File: src/rtl/fp_div_pkg.sv
// Shared types and constants for the single-precision divider front end:
// FSM state encoding, out_flags bit positions and IEEE-754 constants.
package fp_div_pkg;

  typedef enum logic [2:0] {
    ST_IDLE     = 3'd0,
    ST_CLASSIFY = 3'd1,
    ST_BYPASS   = 3'd2,
    ST_WAIT     = 3'd3,
    ST_HOLD     = 3'd4
  } state_e;

  localparam int FLAG_INVALID   = 3;
  localparam int FLAG_DIVZERO   = 2;
  localparam int FLAG_OVERFLOW  = 1;
  localparam int FLAG_UNDERFLOW = 0;

  localparam logic [31:0] QNAN = 32'h7FC00000;
  localparam int EXP_BIAS = 127;
  localparam int EXP_MAX  = 255;

endpackage

File: src/rtl/fp_div_fe_fifo.sv
// Operand FIFO: power-of-two depth, wrap-around read/write pointers plus an
// occupancy count. Pushes while full and pops while empty are ignored.
module fp_div_fe_fifo #(
  parameter int DEPTH = 4,
  parameter int WIDTH = 64
) (
  input  logic             clk,
  input  logic             rst,
  input  logic             push,
  input  logic [WIDTH-1:0] push_data,
  input  logic             pop,
  output logic [WIDTH-1:0] pop_data,
  output logic             full,
  output logic             empty
);

  localparam int PW = $clog2(DEPTH);

  logic [PW-1:0]    wr_ptr_q, wr_ptr_d;
  logic [PW-1:0]    rd_ptr_q, rd_ptr_d;
  logic [PW:0]      count_q, count_d;
  logic [WIDTH-1:0] mem_q [DEPTH];
  logic [WIDTH-1:0] mem_d [DEPTH];
  logic             push_ok, pop_ok;

  assign full     = (count_q == (PW+1)'(DEPTH));
  assign empty    = (count_q == '0);
  assign pop_data = mem_q[rd_ptr_q];

  always_comb begin
    push_ok  = push & ~full;
    pop_ok   = pop & ~empty;
    mem_d    = mem_q;
    wr_ptr_d = wr_ptr_q;
    rd_ptr_d = rd_ptr_q;
    count_d  = count_q;
    if (push_ok) begin
      mem_d[wr_ptr_q] = push_data;
      wr_ptr_d        = wr_ptr_q + PW'(1);
    end
    if (pop_ok) begin
      rd_ptr_d = rd_ptr_q + PW'(1);
    end
    // Simultaneous push and pop leaves the occupancy unchanged.
    case ({push_ok, pop_ok})
      2'b10:   count_d = count_q + (PW+1)'(1);
      2'b01:   count_d = count_q - (PW+1)'(1);
      default: count_d = count_q;
    endcase
  end

  always_ff @(posedge clk) begin
    if (!rst) begin
      wr_ptr_q <= '0;
      rd_ptr_q <= '0;
      count_q  <= '0;
    end else begin
      wr_ptr_q <= wr_ptr_d;
      rd_ptr_q <= rd_ptr_d;
      count_q  <= count_d;
    end
  end

  always_ff @(posedge clk) begin
    mem_q <= mem_d;
  end

endmodule

File: src/rtl/fp_div_frontend.sv
// Front end for a multi-cycle FP32 divider core: queues operand pairs, runs one
// op at a time, and optionally short-circuits special cases (FP_DIV_FE_BYPASS_EN).
module fp_div_frontend
  import fp_div_pkg::*;
#(
  parameter int FIFO_DEPTH  = 4,
  parameter int DIV_LATENCY = 10
) (
  input  logic        clk,
  input  logic        rst,
  input  logic        in_valid,
  output logic        in_ready,
  input  logic [31:0] in_a,
  input  logic [31:0] in_b,
  output logic [31:0] div_a,
  output logic [31:0] div_b,
  input  logic [31:0] div_c,
  output logic        out_valid,
  input  logic        out_ready,
  output logic [31:0] out_c,
  output logic [3:0]  out_flags,
  output logic [2:0]  dbg_state
);

  localparam int CW = $clog2(DIV_LATENCY + 2);

  state_e         state_q, state_d;
  logic [CW-1:0]  cnt_q, cnt_d;
  logic [31:0]    op_a_q, op_a_d, op_b_q, op_b_d;
  logic [31:0]    div_a_q, div_a_d, div_b_q, div_b_d;
  logic [31:0]    out_c_q, out_c_d;
  logic [3:0]     out_flags_q, out_flags_d;

  logic           fifo_push, fifo_pop, fifo_full, fifo_empty;
  logic [63:0]    fifo_head;

  logic [31:0]    a_fl, b_fl, byp_c;
  logic [3:0]     byp_flags;
  logic           byp_hit;

  // Both sides use valid/ready: a transfer happens on a rising edge where
  // valid and ready are both high; valid-side data must hold until then.
  assign in_ready  = rst & ~fifo_full;
  assign fifo_push = in_valid & in_ready;
  assign out_valid = (state_q == ST_HOLD);
  assign out_c     = out_c_q;
  assign out_flags = out_flags_q;
  assign div_a     = div_a_q;
  assign div_b     = div_b_q;
  assign dbg_state = state_q;

  fp_div_fe_fifo #(
    .DEPTH (FIFO_DEPTH),
    .WIDTH (64)
  ) u_fifo (
    .clk       (clk),
    .rst       (rst),
    .push      (fifo_push),
    .push_data ({in_a, in_b}),
    .pop       (fifo_pop),
    .pop_data  (fifo_head),
    .full      (fifo_full),
    .empty     (fifo_empty)
  );

`ifdef FP_DIV_FE_BYPASS_EN
  logic       a_nan, b_nan, a_inf, b_inf, a_zero, b_zero, res_sign;
  logic [9:0] exp_est;

  always_comb begin
    // Denormals are flushed to signed zero before any classification.
    a_fl      = (op_a_q[30:23] == 8'd0) ? {op_a_q[31], 31'd0} : op_a_q;
    b_fl      = (op_b_q[30:23] == 8'd0) ? {op_b_q[31], 31'd0} : op_b_q;
    res_sign  = op_a_q[31] ^ op_b_q[31];
    a_nan     = (a_fl[30:23] == 8'(EXP_MAX)) && (a_fl[22:0] != 23'd0);
    b_nan     = (b_fl[30:23] == 8'(EXP_MAX)) && (b_fl[22:0] != 23'd0);
    a_inf     = (a_fl[30:23] == 8'(EXP_MAX)) && (a_fl[22:0] == 23'd0);
    b_inf     = (b_fl[30:23] == 8'(EXP_MAX)) && (b_fl[22:0] == 23'd0);
    a_zero    = (a_fl[30:0] == 31'd0);
    b_zero    = (b_fl[30:0] == 31'd0);
    exp_est   = {2'b00, a_fl[30:23]} - {2'b00, b_fl[30:23]} + 10'(EXP_BIAS)
              - {9'd0, (a_fl[22:0] < b_fl[22:0])};
    byp_hit   = 1'b1;
    byp_c     = '0;
    byp_flags = '0;
    if (a_nan || b_nan || (a_zero && b_zero) || (a_inf && b_inf)) begin
      byp_c                   = QNAN;
      byp_flags[FLAG_INVALID] = 1'b1;
    end else if (b_zero) begin
      byp_c                   = {res_sign, 8'hFF, 23'd0};
      byp_flags[FLAG_DIVZERO] = 1'b1;
    end else if (a_inf) begin
      byp_c = {res_sign, 8'hFF, 23'd0};
    end else if (b_inf || a_zero) begin
      byp_c = {res_sign, 31'd0};
    end else if ($signed(exp_est) >= 10'sd255) begin
      byp_c                    = {res_sign, 8'hFF, 23'd0};
      byp_flags[FLAG_OVERFLOW] = 1'b1;
    end else if ($signed(exp_est) <= 10'sd0) begin
      byp_c                     = {res_sign, 31'd0};
      byp_flags[FLAG_UNDERFLOW] = 1'b1;
    end else begin
      byp_hit = 1'b0;
    end
  end
`else
  always_comb begin
    a_fl      = op_a_q;
    b_fl      = op_b_q;
    byp_hit   = 1'b0;
    byp_c     = '0;
    byp_flags = '0;
  end
`endif

  always_comb begin
    state_d     = state_q;
    cnt_d       = cnt_q;
    op_a_d      = op_a_q;
    op_b_d      = op_b_q;
    div_a_d     = div_a_q;
    div_b_d     = div_b_q;
    out_c_d     = out_c_q;
    out_flags_d = out_flags_q;
    fifo_pop    = 1'b0;
    case (state_q)
      ST_IDLE: begin
        if (!fifo_empty) begin
          fifo_pop = 1'b1;
          op_a_d   = fifo_head[63:32];
          op_b_d   = fifo_head[31:0];
          state_d  = ST_CLASSIFY;
        end
      end
      ST_CLASSIFY: begin
        if (byp_hit) begin
          state_d = ST_BYPASS;
        end else begin
          div_a_d = a_fl;
          div_b_d = b_fl;
          cnt_d   = CW'(DIV_LATENCY);
          state_d = ST_WAIT;
        end
      end
      ST_BYPASS: begin
        out_c_d     = byp_c;
        out_flags_d = byp_flags;
        state_d     = ST_HOLD;
      end
      ST_WAIT: begin
        // The core output is only meaningful once the countdown expires.
        if (cnt_q == '0) begin
          out_c_d     = div_c;
          out_flags_d = '0;
          state_d     = ST_HOLD;
        end else begin
          cnt_d = cnt_q - CW'(1);
        end
      end
      ST_HOLD: begin
        if (out_ready) begin
          state_d = ST_IDLE;
        end
      end
      default: state_d = ST_IDLE;
    endcase
  end

  always_ff @(posedge clk) begin
    if (!rst) begin
      state_q     <= ST_IDLE;
      cnt_q       <= '0;
      op_a_q      <= '0;
      op_b_q      <= '0;
      div_a_q     <= '0;
      div_b_q     <= '0;
      out_c_q     <= '0;
      out_flags_q <= '0;
    end else begin
      state_q     <= state_d;
      cnt_q       <= cnt_d;
      op_a_q      <= op_a_d;
      op_b_q      <= op_b_d;
      div_a_q     <= div_a_d;
      div_b_q     <= div_b_d;
      out_c_q     <= out_c_d;
      out_flags_q <= out_flags_d;
    end
  end

endmodule

File: config.mk
export PLATFORM = sky130hd
export DESIGN_NAME = fp_div_frontend
export DESIGN_NICKNAME = d
export VERILOG_FILES = /design/src/rtl/fp_div_pkg.sv /design/src/rtl/fp_div_fe_fifo.sv /design/src/rtl/fp_div_frontend.sv
export SDC_FILE = /design/constraint.sdc
export NUM_CORES = 1
export LEC_CHECK = 0
export ABC_CLOCK_PERIOD_IN_PS = 4400
export CAP_MARGIN = 10
export CORE_ASPECT_RATIO = 1.25
export CORE_MARGIN = 2
export CORE_UTILIZATION = 50
export CTS_BUF_LIST = sky130_fd_sc_hd__clkbuf_4
export DETAILED_ROUTE_END_ITERATION = 7
export PLACE_DENSITY = 0.71
export SYNTH_ARGS = -nofsm -noshare
export SYNTH_HDL_FRONTEND = slang
export SYNTH_SLANG_ARGS = --single-unit
File: constraint.sdc
create_clock -name clk -period 4.4 [get_ports clk]
set_input_delay 0.88 -clock clk [delete_from_list [all_inputs] [get_ports clk]]
set_output_delay 0.88 -clock clk [all_outputs]
set_load 0.01 [all_outputs]
== Word level (Yosys, flattened, before mapping) ==
Index checks and enable logic that the tools add are counted.

* Bits of input ports: 100
* Bits in registers: 434
* Logic and storage cells: 72
* Output and inout port bits: 105

* Eq/ne operators: 11
* Muxes and demuxes: 19
* Order comparisons: 3
* Bitwise operators: 8
* Reductions and logical operators: 11
* Add/subtract/negate cells: 5

{| class="wikitable"
|+ Operators with widths
! operator !! number
|-
| $bwmux W256 || 1
|-
| $mux W64 || 3
|-
| $bmux W64 S2 || 1
|-
| $demux W64 S2 || 1
|-
| $pmux W32 S2 || 1
|-
| $mux W32 || 1
|-
| $pmux W4 S2 || 2
|-
| $pmux W3 S5 || 1
|-
| $mux W3 || 3
|-
| $mux W4 || 2
|-
| $eq A3 B2 Y1 const B || 2
|-
| $eq A3 B3 Y1 const B || 2
|-
| $ge A3 B3 Y1 const B || 2
|-
| $logic_not A3 Y1 || 2
|-
| $ne A2 B2 Y1 const B || 3
|-
| $not A2 Y3 || 2
|-
| $pmux W3 S2 || 1
|-
| $reduce_and A2 Y1 || 3
|-
| $reduce_bool A2 Y1 || 3
|-
| $add A2 B1 Y2 const B || 2
|-
| $and A1 B1 Y1 || 4
|-
| $logic_not A4 Y1 || 1
|-
| $sub A4 B1 Y4 const B || 1
|-
| $add A3 B1 Y3 const B || 1
|-
| 10 further kinds || 12
|}

== Logic depth before layout (Yosys ltp) ==
Gate-level depths: netlist (run 1).

* Depth in word-level cells: 7
* Depth in mapped cells: 10
* Mapped depth without buffers: 9

== By module ==
From an unflattened synthesis (run 1), not the netlist that was laid out.

* Cells, all modules: 1137
* Area total of the unflattened synthesis: 15687.5 µm²

{| class="wikitable"
|+ By module, submodules not included
! module !! cells an instance !! area an instance (µm²) !! instances !! seq. area each (µm²)
|-
| fp_div_fe_fifo || 386 || 9715.6 || 1 || 7827.5
|-
| fp_div_frontend || 751 || 5972.0 || 1 || 3343.2
|}

== Worst setup path before layout (run 1) ==
No wires, ideal clock.

* Path type: input to register
* From: in rst
* To: reg u_fifo.mem_q[0] in the netlist's numbering (enable)
* Data required time: 3.971 ns
* Stages on the path: 3
* Arrival: 3.207 ns
* Path buffers: 0
* Slack: 0.764 ns
* Cells stage by stage: clkinv_1 -> a211oi_1 -> and2_1

* Cells in the longest elaborated chain, start to end: 3

{| class="wikitable"
|+ RTL lines
! element !! RTL line !! RTL
|-
| start, declared || fp_div_frontend.sv:10 || <nowiki>input logic rst,</nowiki>
|-
| $and A1 B1 Y1 || fp_div_frontend.sv:43 || <nowiki>assign in_ready = rst & ~fifo_full;</nowiki>
|-
| $and A1 B1 Y1 || fp_div_frontend.sv:44 || <nowiki>assign fifo_push = in_valid & in_ready;</nowiki>
|-
| $and A1 B1 Y1 || fp_div_fe_fifo.sv:31 || <nowiki>push_ok = push & ~full;</nowiki>
|-
| end signal, assigned || fp_div_fe_fifo.sv:65 || <nowiki>mem_q <= mem_d;</nowiki>
|-
| end, declared || fp_div_fe_fifo.sv:22 || <nowiki>logic [WIDTH-1:0] mem_q [DEPTH];</nowiki>
|}

Every way passes these cells.
A chain may end at the register's enable or synchronous reset.

== Worst setup path in the final report (run 1) ==
* From: in rst
* To: out in_ready

* Cells in the longest elaborated chain, start to end: 1

{| class="wikitable"
|+ RTL lines
! element !! RTL line !! RTL
|-
| $and A1 B1 Y1 || fp_div_frontend.sv:43 ||
|-
| end, declared || fp_div_frontend.sv:12 || <nowiki>output logic in_ready,</nowiki>
|}

Every way passes these cells.

==> metrics.txt, run 1 <==
outcome completed; sequential area share after synthesis 70.8%; CP Launch Type input pin; synthesis-to-finish area growth 23.6%; first-pass GRT wire length 50800 um; Post-synth EDFFs 256; Final setup viols 0; VDD IR-drop max 0.487 mV; DR iter-0 viols 545; antenna violations before repair 1; Routed Antenna Nets 0; Total GRT Usage 19.9%; initial core utilization 50.9%; total die area 33000 um^2; GRT overflow 0; r2r startpoint dbg_state[2]; max cap viols 0; Die Width 163 um; unrepaired setup endpoints after global routing no; Reg2Reg Depth 8; worst path required time 3.52 ns; CP max stage delay 0.59 ns; Hold Crit Start b_fl[1]; largest net degree at the start of global routing 76; period utilization 69.5%; sequential share of power 48.8%; CP max stage cell clkdlybuf4s50_1; vias in the first global route 9873; clock skew 0.0297 ns; commonest cells in the netlist 258 x nand2_1, 256 x edfxtp_1, 174 x dfxtp_1; share of cells above drive strength 1 19.8%; async set-reset flop share out of synthesis 0%; NumNets Final 1421; clk buf depth 3; Post-Route Utilization 62.9%; crit path DAT 2.18 ns; PD cells 545 nW/um^2; hold crit path type register to register; RePlAce Congestion 0.733; vias per inst 5.25; mapped cell area 15800 um^2; Final min period 3.06 ns; hpwl dp 18700 um; area leader, netlist edfxtp_1; count leader, synth nand2_1; DRC viols 0; PortBufs 200; Post-CTS Setup Inserts 0; NetSw 3.10 mW; post_cts resized 0; CTS tree built; Pint 7.54 mW; clock latency on the worst-skew pair 0.73 ns; Slew headroom 29.5%; die height 203 um; Vias 9493; Area contributors post-synth edfxtp_1 49%, dfxtp_1 22%, mux4_2 9.1%; Final Hold Vio Count 0; CTS H-tree lvls 3; Crit Path Category input pin to primary output; Synth top area share 48.7%; worst path cell trace buf_4 > clkinv_2 > a21oi_1 > clkdlybuf4s50_1; CP max FO 32; Leak 6.58 nW; count of cell types in the netlist 42; number of synthesis warnings 0; Num CTS Buffers 100; Gate Count Post-Synth 1066; dominant synthesized flop cell edfxtp_1; CORE AREA 31000 um^2; Hold EP div_b[1]; setup TNS 0 ns; sw frac 29.1%; hold_ws 0.448 ns; Syn Area/Cell 14.8 um^2; CTS root buffer clkbuf_4; flops & latches, synth 430; count of pins over their slew limit 0; fmax 327 MHz; TritonRoute pass-1 iters 5; Clk pwr share 30.7%; worst hold path depth 2; Placed Cells 1617; Logic pwr share 20.5%; Cell Rows 72; Worst R2R End u_fifo.count_q[2]; Worst-path clk slew 0.07 ns; non-filler instance count after layout 1808; actual slew at the worst max-slew pin 1.06 ns; Post-Route WL 32400 um; CTS sink count 430; R2R Setup Slk 1.96 ns; hold-fix buffers at CTS 0; DR WL/cell 17.9 um; critical path endpoint category primary output; num ports 205
-- cell type report --
class | count | area [um^2]
repair buffers | 215 | 2160
inverters | 15 | 57.6
fillers | 2455 | 11500
well taps | 407 | 509
multi-input cells | 551 | 4230
diodes | 1 | 2.50
clock buffers | 151 | 1130
flip-flops and latches | 430 | 11200
clock inverters | 38 | 239
-- state kept, by name, summed over array words and instances, names as in the netlist --
name	flops
a_fl	32
b_fl	32
cnt_q	4
dbg_state	3
div_a	32
div_b	32
out_c	32
u_fifo.count_q	3
u_fifo.mem_q	256
u_fifo.rd_ptr_q	2
u_fifo.wr_ptr_q	2
-- cell usage in the layout (no fill, tap or decap), drive strengths merged, types with 2 or more instances in the layout --
cell / count
clkbuf: 151
nand2: 258
clkinv: 33
and2: 4
inv: 16
buf: 16
xor2: 2
or3: 6
nor2: 6
dfxtp: 174
mux4: 64
nor3b: 4
bufinv: 3
a21oi: 72
nor3: 2
conb: 4
edfxtp: 256
o2bb2ai: 64
and2b: 2
mux2i: 34
o22ai: 2
ha: 7
or4: 3
a211oi: 2
o21ai: 5
clkdlybuf4s50: 199
-- metrics by stage --
step	total power, mW	area, um^2	setup WS [ns]
2_1_floorplan	6.76	15800	0.764
3_3_place_gp	7.43	18100	1.01
3_5_place_dp	7.49	18100	0.986
4_1_cts	10.8	19500	1.34
5_1_grt	11.2	19500	1.22
6_report	10.6	19500	1.34
-- worst max-delay path: cells and delay by family --
| kind | cells | cell delay (ns) |
|---|---|---|
| AO/OA/AOI/OAI | 1 | 0.19 |
| buffers and inverters | 3 | 1.11 |
-- cells by family (layout without fill, tap and decap cells) --
logic type                 count (synthesis)  after routing  synth area share [%]
adders and majority gates                  8              8                 0.682
other                                      1              5                0.0238
DFF                                      430            430                  70.8
muxes                                     98             98                  11.3
xor gates and xnor gates                   2              2                 0.111
buffers and inverters                     88            419                  2.74
AOI/OAI and AO/OA                        149            149                  6.79
and+or+nand+nor                          290            290                  7.60
-- metal layers --
layer / share of wire (%) / vias to the layer above / GRT usage, %
met5: 0 / - / 0
met4: 2.2 / 0 / 8.53
met3: 6.7 / 43 / 3.96
met2: 50 / 306 / 34.2
met1: 41 / 4662 / 24.4
li1: - / 4482 / -
-- power groups by stage --
stage          clock, mW  sequential [mW]  combinational (mW)
2_1_floorplan          0             5.14                1.62
3_3_place_gp           0             5.27                2.16
3_5_place_dp           0             5.29                2.20
4_1_cts             3.36             5.21                2.20
5_1_grt             3.57             5.27                2.37
6_report            3.27             5.19                2.18
-- worst max path at each step --
stage / from / to / slack (ns) / depth (start not counted)
floorplan: rst / u_fifo.mem_q[0] / 0.76 / 3
global placement: rst / b_fl[20] / 1.01 / 5
detailed placement: rst / b_fl[16] / 0.99 / 5
CTS: rst / in_ready / 1.34 / 4
global route: dbg_state[2] / out_valid / 1.22 / 2
finish: rst / in_ready / 1.34 / 4
Note: power is estimated with default switching activity, not from simulation.
==> run 2: changes to the inputs <==
Settings changed: ABC_CLOCK_PERIOD_IN_PS 4400 to 2600, PLACE_DENSITY 0.71 to 0.74.
Clock period 4.4 ns to 2.6 ns, I/O delays scaled along.
==> run 2 against run 1 <==
Sequential power increased by 69%. Flip-flop and latch count unchanged. Clock skew increased by 0.015 ns. Register-to-register slack got worse by 1.7 ns. Cell count about the same. Critical path type is now register to primary output. Non-clock buffer count increased by 6. Die area unchanged. Critical path depth decreased by 1. Sequential share of layout area decreased by 0.28 points. Clock power increased by 62%.
==> metrics.txt, run 2 (synthesis gave the netlist of run 1 again) <==
NumNets Final 1426; max cap viols 0; CP max stage delay 0.57 ns; Total GRT Usage 20.6%; critical path endpoint category primary output; total die area 33000 um^2; Leak 6.60 nW; Final min period 2.46 ns; Fill cells 2327; Post-Route WL 33400 um; Post-CTS Setup Inserts 0; CP Launch Type register; Worst R2R End b_fl[23]; worst hold path depth 4; CP max stage cell clkdlybuf4s50_1; sequential share of power 48.9%; Pint 12.7 mW; CTS sink count 430; CTS root buffer clkbuf_4; CTS tree built; worst path required time 2.08 ns; num ports 205; Biggest register u_fifo.mem_q; clock latency on the worst-skew pair 0.76 ns; CP max FO 4; DR WL/cell 18.5 um; share of cells above drive strength 1 20.0%; Clk pwr share 29.5%; first-pass GRT wire length 52300 um; Final setup viols 0; crit-path leading delay family buffers and inverters; Final Hold Vio Count 0; DR iter-0 viols 555; final worst slack 0.135 ns; Worst-path clk slew 0.07 ns; Slew headroom 33.3%; outcome completed; hpwl dp 19800 um; Die Width 163 um; Routed Antenna Nets 0; NetSw 5.26 mW; Hold EP a_fl[1]; clk buf depth 3; pre-CTS setup slack 0.177 ns; hold crit path type input pin to register; CTS H-tree lvls 3; most common cell after layout, fill and taps aside nand2_1; largest net degree at the start of global routing 76; RePlAce Congestion 0.733; final instance area 19600 um^2; vias per inst 5.33; Crit Path Category register to primary output; most frequent cells in the layout 258 x nand2_1, 256 x edfxtp_1, 198 x clkdlybuf4s50_1, 170 x dfxtp_1, 155 x clkbuf_4; crit path DAT 1.94 ns; Reg2Reg Depth 5; PortBufs 200; r2r startpoint dbg_state[1]; unrepaired setup endpoints after global routing no; DRC viols 0; Vias 9629; sw frac 29.2%; die height 203 um; CORE AREA 31000 um^2; antenna violations before repair 2; initial core utilization 50.9%; Largest register FFs 256; Bufs and invs on worst path 1; vias in the first global route 9951; PD cells 917 nW/um^2; count of pins over their slew limit 0; synthesis-to-finish area growth 24.2%; Num CTS Buffers 99; DP Area 18300 um^2; VDD IR-drop max 0.833 mV; Final Power 18.0 mW; R2R Setup Slk 0.30 ns; Hold Crit Start rst; actual slew at the worst max-slew pin 1.00 ns; Cell Rows 72; clock skew 0.0450 ns; fmax 406 MHz; worst path cell trace nor2_1 > a21oi_1 > clkdlybuf4s50_1; TritonRoute pass-1 iters 4; GRT overflow 0; Logic pwr share 21.6%; period utilization 94.8%
## run 2: power by group through the flow
stage	Sequential (mW)	Clock [mW]	Combinational, mW
4_1_cts	8.80	5.46	3.95
3_5_place_dp	8.94	0	3.94
3_3_place_gp	8.89	0	3.86
6_report	8.78	5.31	3.89
5_1_grt	8.90	5.81	4.24
2_1_floorplan	8.69	0	2.74
## run 2: worst register-to-register path: stages (launching register included)
cell and delay [ns]:
dfxtp_1 0.40, or3_1 0.41, buf_4 0.19, nor3_4 0.79, buf_12 0.28, o2bb2ai_1 0.14
## run 2: area by class of cell
class / count / area [um^2] / area share, %
sequential: 430 / 11200 / 57.0
antenna: 2 / 5.00 / 0.0255
multi-input combinational: 551 / 4230 / 21.6
tap: 407 / 509 / 2.60
clock buffer: 155 / 1160 / 5.94
clock inverter: 26 / 136 / 0.696
inverter: 15 / 57.6 / 0.294
timing repair buffer: 221 / 2320 / 11.8
## run 2: how the worst max path moves through the flow
stage	depth (start not counted)	slack, ns	start	end
after CTS	3	0.03	u_fifo.count_q[0]	in_ready
after floorplan	3	-0.006	rst	u_fifo.mem_q[0]
after detailed placement	10	0.18	in_valid	u_fifo.count_q[2]
after global routing	3	0.04	u_fifo.count_q[1]	in_ready
final	3	0.14	u_fifo.count_q[1]	in_ready
after global placement	10	0.14	in_valid	u_fifo.count_q[2]
## run 2: metal layers
layer	GRT usage [%]	wire length [um]	part of all wire, %	vias up
met2	35.2	17000	51	333
met3	4.56	2090	6.3	56
met5	0	0	0	-
met1	25.0	13400	40	4732
met4	9.45	919	2.8	0
li1	-	-	-	4508
## run 2: repair_timing
action / CTS / global route
resized for setup: 3 / 1
endpoints found under the setup margin: 1 / 1
hold buffers: 0 / 0
hold endpoints to repair: 0 / 0
## run 2: per-stage QoR
step                cells  util [%]  setup TNS, ns  hold WS, ns
finish               1807      63.3              0        0.317
global route         1806      63.3              0        0.293
CTS                  1805      63.2              0        0.255
detailed placement   1624      59.0              0        0.446
global placement     1624      59.0              0        0.439
floorplan            1069         -          -1.50        0.432
==> run 3: changes to the inputs <==
Settings changed: ABC_AREA set to 1, GPL_ROUTABILITY_DRIVEN set to 0, PLACE_DENSITY 0.74 to 0.79.
==> run 3 against run 2 <==
Global-route usage is 0.22 points higher. Register-to-register slack better by 0.24 ns. Sequential power is 4.4% higher. Critical endpoint is now out_valid. Largest cell class unchanged. Clock power is 2% higher. Highest routed layer is now met5.
==> metrics.txt, run 3 <==
Total GRT Usage 20.8%; Synth Area in Simple Gates 11.2%; vias per inst 5.14; synthesis-to-finish area growth 22.3%; CP max stage cell clkdlybuf4s50_1; CTS H-tree lvls 3; Synth top area share 47.2%; most frequent cells in the layout 427 x nor2_1, 289 x o21ai_0, 256 x edfxtp_1, 198 x clkdlybuf4s50_1, 173 x dfxtp_1; CTS tree built; combinational family with the most area after synthesis compound AO/OA/AOI/OAI gates; Cell Rows 73; Synth Area in Compound Gates 13.3%; outcome completed; VDD IR-drop max 1.06 mV; Post-Route WL 35700 um; vias in the first global route 11600; CORE AREA 32000 um^2; hold_ws 0.171 ns; Final Hold Vio Count 0; number of synthesis warnings 0; Biggest register u_fifo.mem_q; period utilization 95.4%; Area contributors post-synth edfxtp_1 47%, dfxtp_1 21%, nor2_1 10%; sequential area share after synthesis 68.6%; r2r startpoint u_fifo.rd_ptr_q[1]; NumNets Final 1898; largest net degree at the start of global routing 130; clock latency on the worst-skew pair 0.76 ns; Vias 11800; crit path DAT 1.96 ns; DR WL/cell 15.6 um; Die Width 165 um; setup TNS 0 ns; Final Power 21.0 mW; hold crit path type input pin to register; num ports 205; count of cell types in the netlist 28; Multi-input gate area 4160 um^2; commonest cells in the netlist 432 x nor2_1, 289 x o21ai_0, 256 x edfxtp_1; Final setup viols 0; Leak 7.37 nW; max cap viols 0; Final min period 2.48 ns; critical path depth in cells 3; Hold EP dbg_state[1]; worst hold path depth 3; FF+latch area 11200 um^2; actual slew at the worst max-slew pin 0.842 ns; DR iter-0 viols 844; antenna violations before repair 2; Reg2Reg Depth 7; fmax 403 MHz; area leader, netlist edfxtp_1; PD cells 1060 nW/um^2; Worst R2R End a_fl[21]; CTS root buffer clkbuf_4; Gate Count Post-Synth 1567; PortBufs 200; clk buf depth 3; crit-path leading delay family buffers and inverters; Hold Crit Start rst; count leader, synth nor2_1; CP max FO 5; Num CTS Buffers 100; mapped cell area 16300 um^2; Bufs and invs on worst path 2; Slew headroom 43.9%; flops & latches, synth 430; initial core utilization 50.9%; Worst-path clk slew 0.06 ns; share of cells above drive strength 1 10.9%; Routed Antenna Nets 0; unrepaired setup endpoints after global routing no; most common cell after layout, fill and taps aside nor2_1; total die area 34000 um^2; Post-Synth XOR/XNOR Area 0.108%; Largest register FFs 256; Crit Path Category register to primary output; TritonRoute pass-1 iters 5; CP max stage delay 0.58 ns; CTS sink count 430; dominant synthesized flop cell edfxtp_1; DRC viols 0; mux cell area share after synthesis 0%; first-pass GRT wire length 55800 um; Post-synth EDFFs 256; hpwl dp 20800 um; R2R Setup Slk 0.54 ns; GRT overflow 0; async set-reset flop share out of synthesis 0%; worst path cell trace inv_2 > nor3_1 > clkdlybuf4s50_1; Syn Area/Cell 10.4 um^2; critical path endpoint category primary output; Synth Area in Adders 0.661%; CP Launch Type register; clock skew 0.0568 ns; worst path required time 2.08 ns; die height 206 um; Fill cells 2501; count of pins over their slew limit 0
[run 3: cell types whose count changed after synthesis, moves of 5 or more]
cell	before	now
buf_2	19	43
buf_6	6	11
inv_1	14	115
inv_2	0	8
mux2i_1	34	0
mux4_2	64	0
nand2_1	258	17
nand3_1	0	12
nor2_1	6	432
o21ai_0	4	289
o21ai_1	1	68
o2bb2ai_1	53	0
o2bb2ai_2	11	0
or3_1	5	0
[run 3: how the worst max path moves through the flow]
| stage | from | endpoint |
|---|---|---|
| after detailed placement | rst | div_b[27] |
| after floorplan | rst | u_fifo.mem_q[0] |
| final | dbg_state[2] | out_valid |
| after CTS | u_fifo.count_q[1] | in_ready |
| after global routing | dbg_state[2] | out_valid |
| after global placement | in_valid | u_fifo.count_q[2] |
[run 3: cell families after synthesis]
| logic type | count (synthesis) |
|---|---|
| other | 1 |
| adder cells (fa/ha/maj) | 8 |
| AND/OR/NAND/NOR | 470 |
| flip-flops | 430 |
| AO/OA/AOI/OAI | 431 |
| buffers and inverters | 225 |
| XOR/XNOR | 2 |
[run 3: worst reg2reg max path, stage by stage, from the launching register on]
cell and delay, ns:
dfxtp_1 0.39, clkinv_2 0.57, buf_12 0.42, nor2_1 0.15, o21ai_0 0.12, o21ai_0 0.17, nor2_1 0.08, nor2_1 0.11
[run 3: metrics by stage]
stage | cells | utilization (%) | cell area [um^2] | setup slack (ns)
after floorplan | 1570 | - | 16300 | -0.473
after global placement | 2100 | 58.1 | 18600 | 0.376
after detailed placement | 2100 | 58.1 | 18600 | 0.290
after CTS | 2288 | 62.3 | 19900 | 0.00229
after global routing | 2289 | 62.3 | 19900 | 0.0279
final | 2289 | 62.3 | 19900 | 0.118
[run 3: power by group]
part / internal, mW / switching (mW) / leakage, nW / total, mW
Sequential: 8.53 / 0.638 / 3.76 / 9.17
Combinational: 2.51 / 3.91 / 2.82 / 6.42
Clock: 2.89 / 2.54 / 0.794 / 5.42
Total: 13.9 / 7.08 / 7.37 / 21.0
[run 3: repair_timing]
action	in CTS	in global routing
hold buffers	0	0
endpoints found under the setup margin	0	1
buffers inserted	0	0
gates resized for setup	0	1
[run 3: final cells by class]
cell class	count	area share, %
inverters	123	2.33
repair buffers	220	11.4
clock buffers	160	6.03
clock inverters	28	0.678
diodes	1	0.0126
multi-input cells	915	20.9
flip-flops and latches	430	56.1
well taps	412	2.59
[run 3: metal layers]
layer / routed length [um] / vias up / global-route usage, %
met5: 18 / - / 0
met4: 1210 / 2 / 11.7
met1: 14000 / 5541 / 23.2
li1: - / 5769 / -
met3: 2410 / 68 / 4.92
met2: 18000 / 395 / 36.4
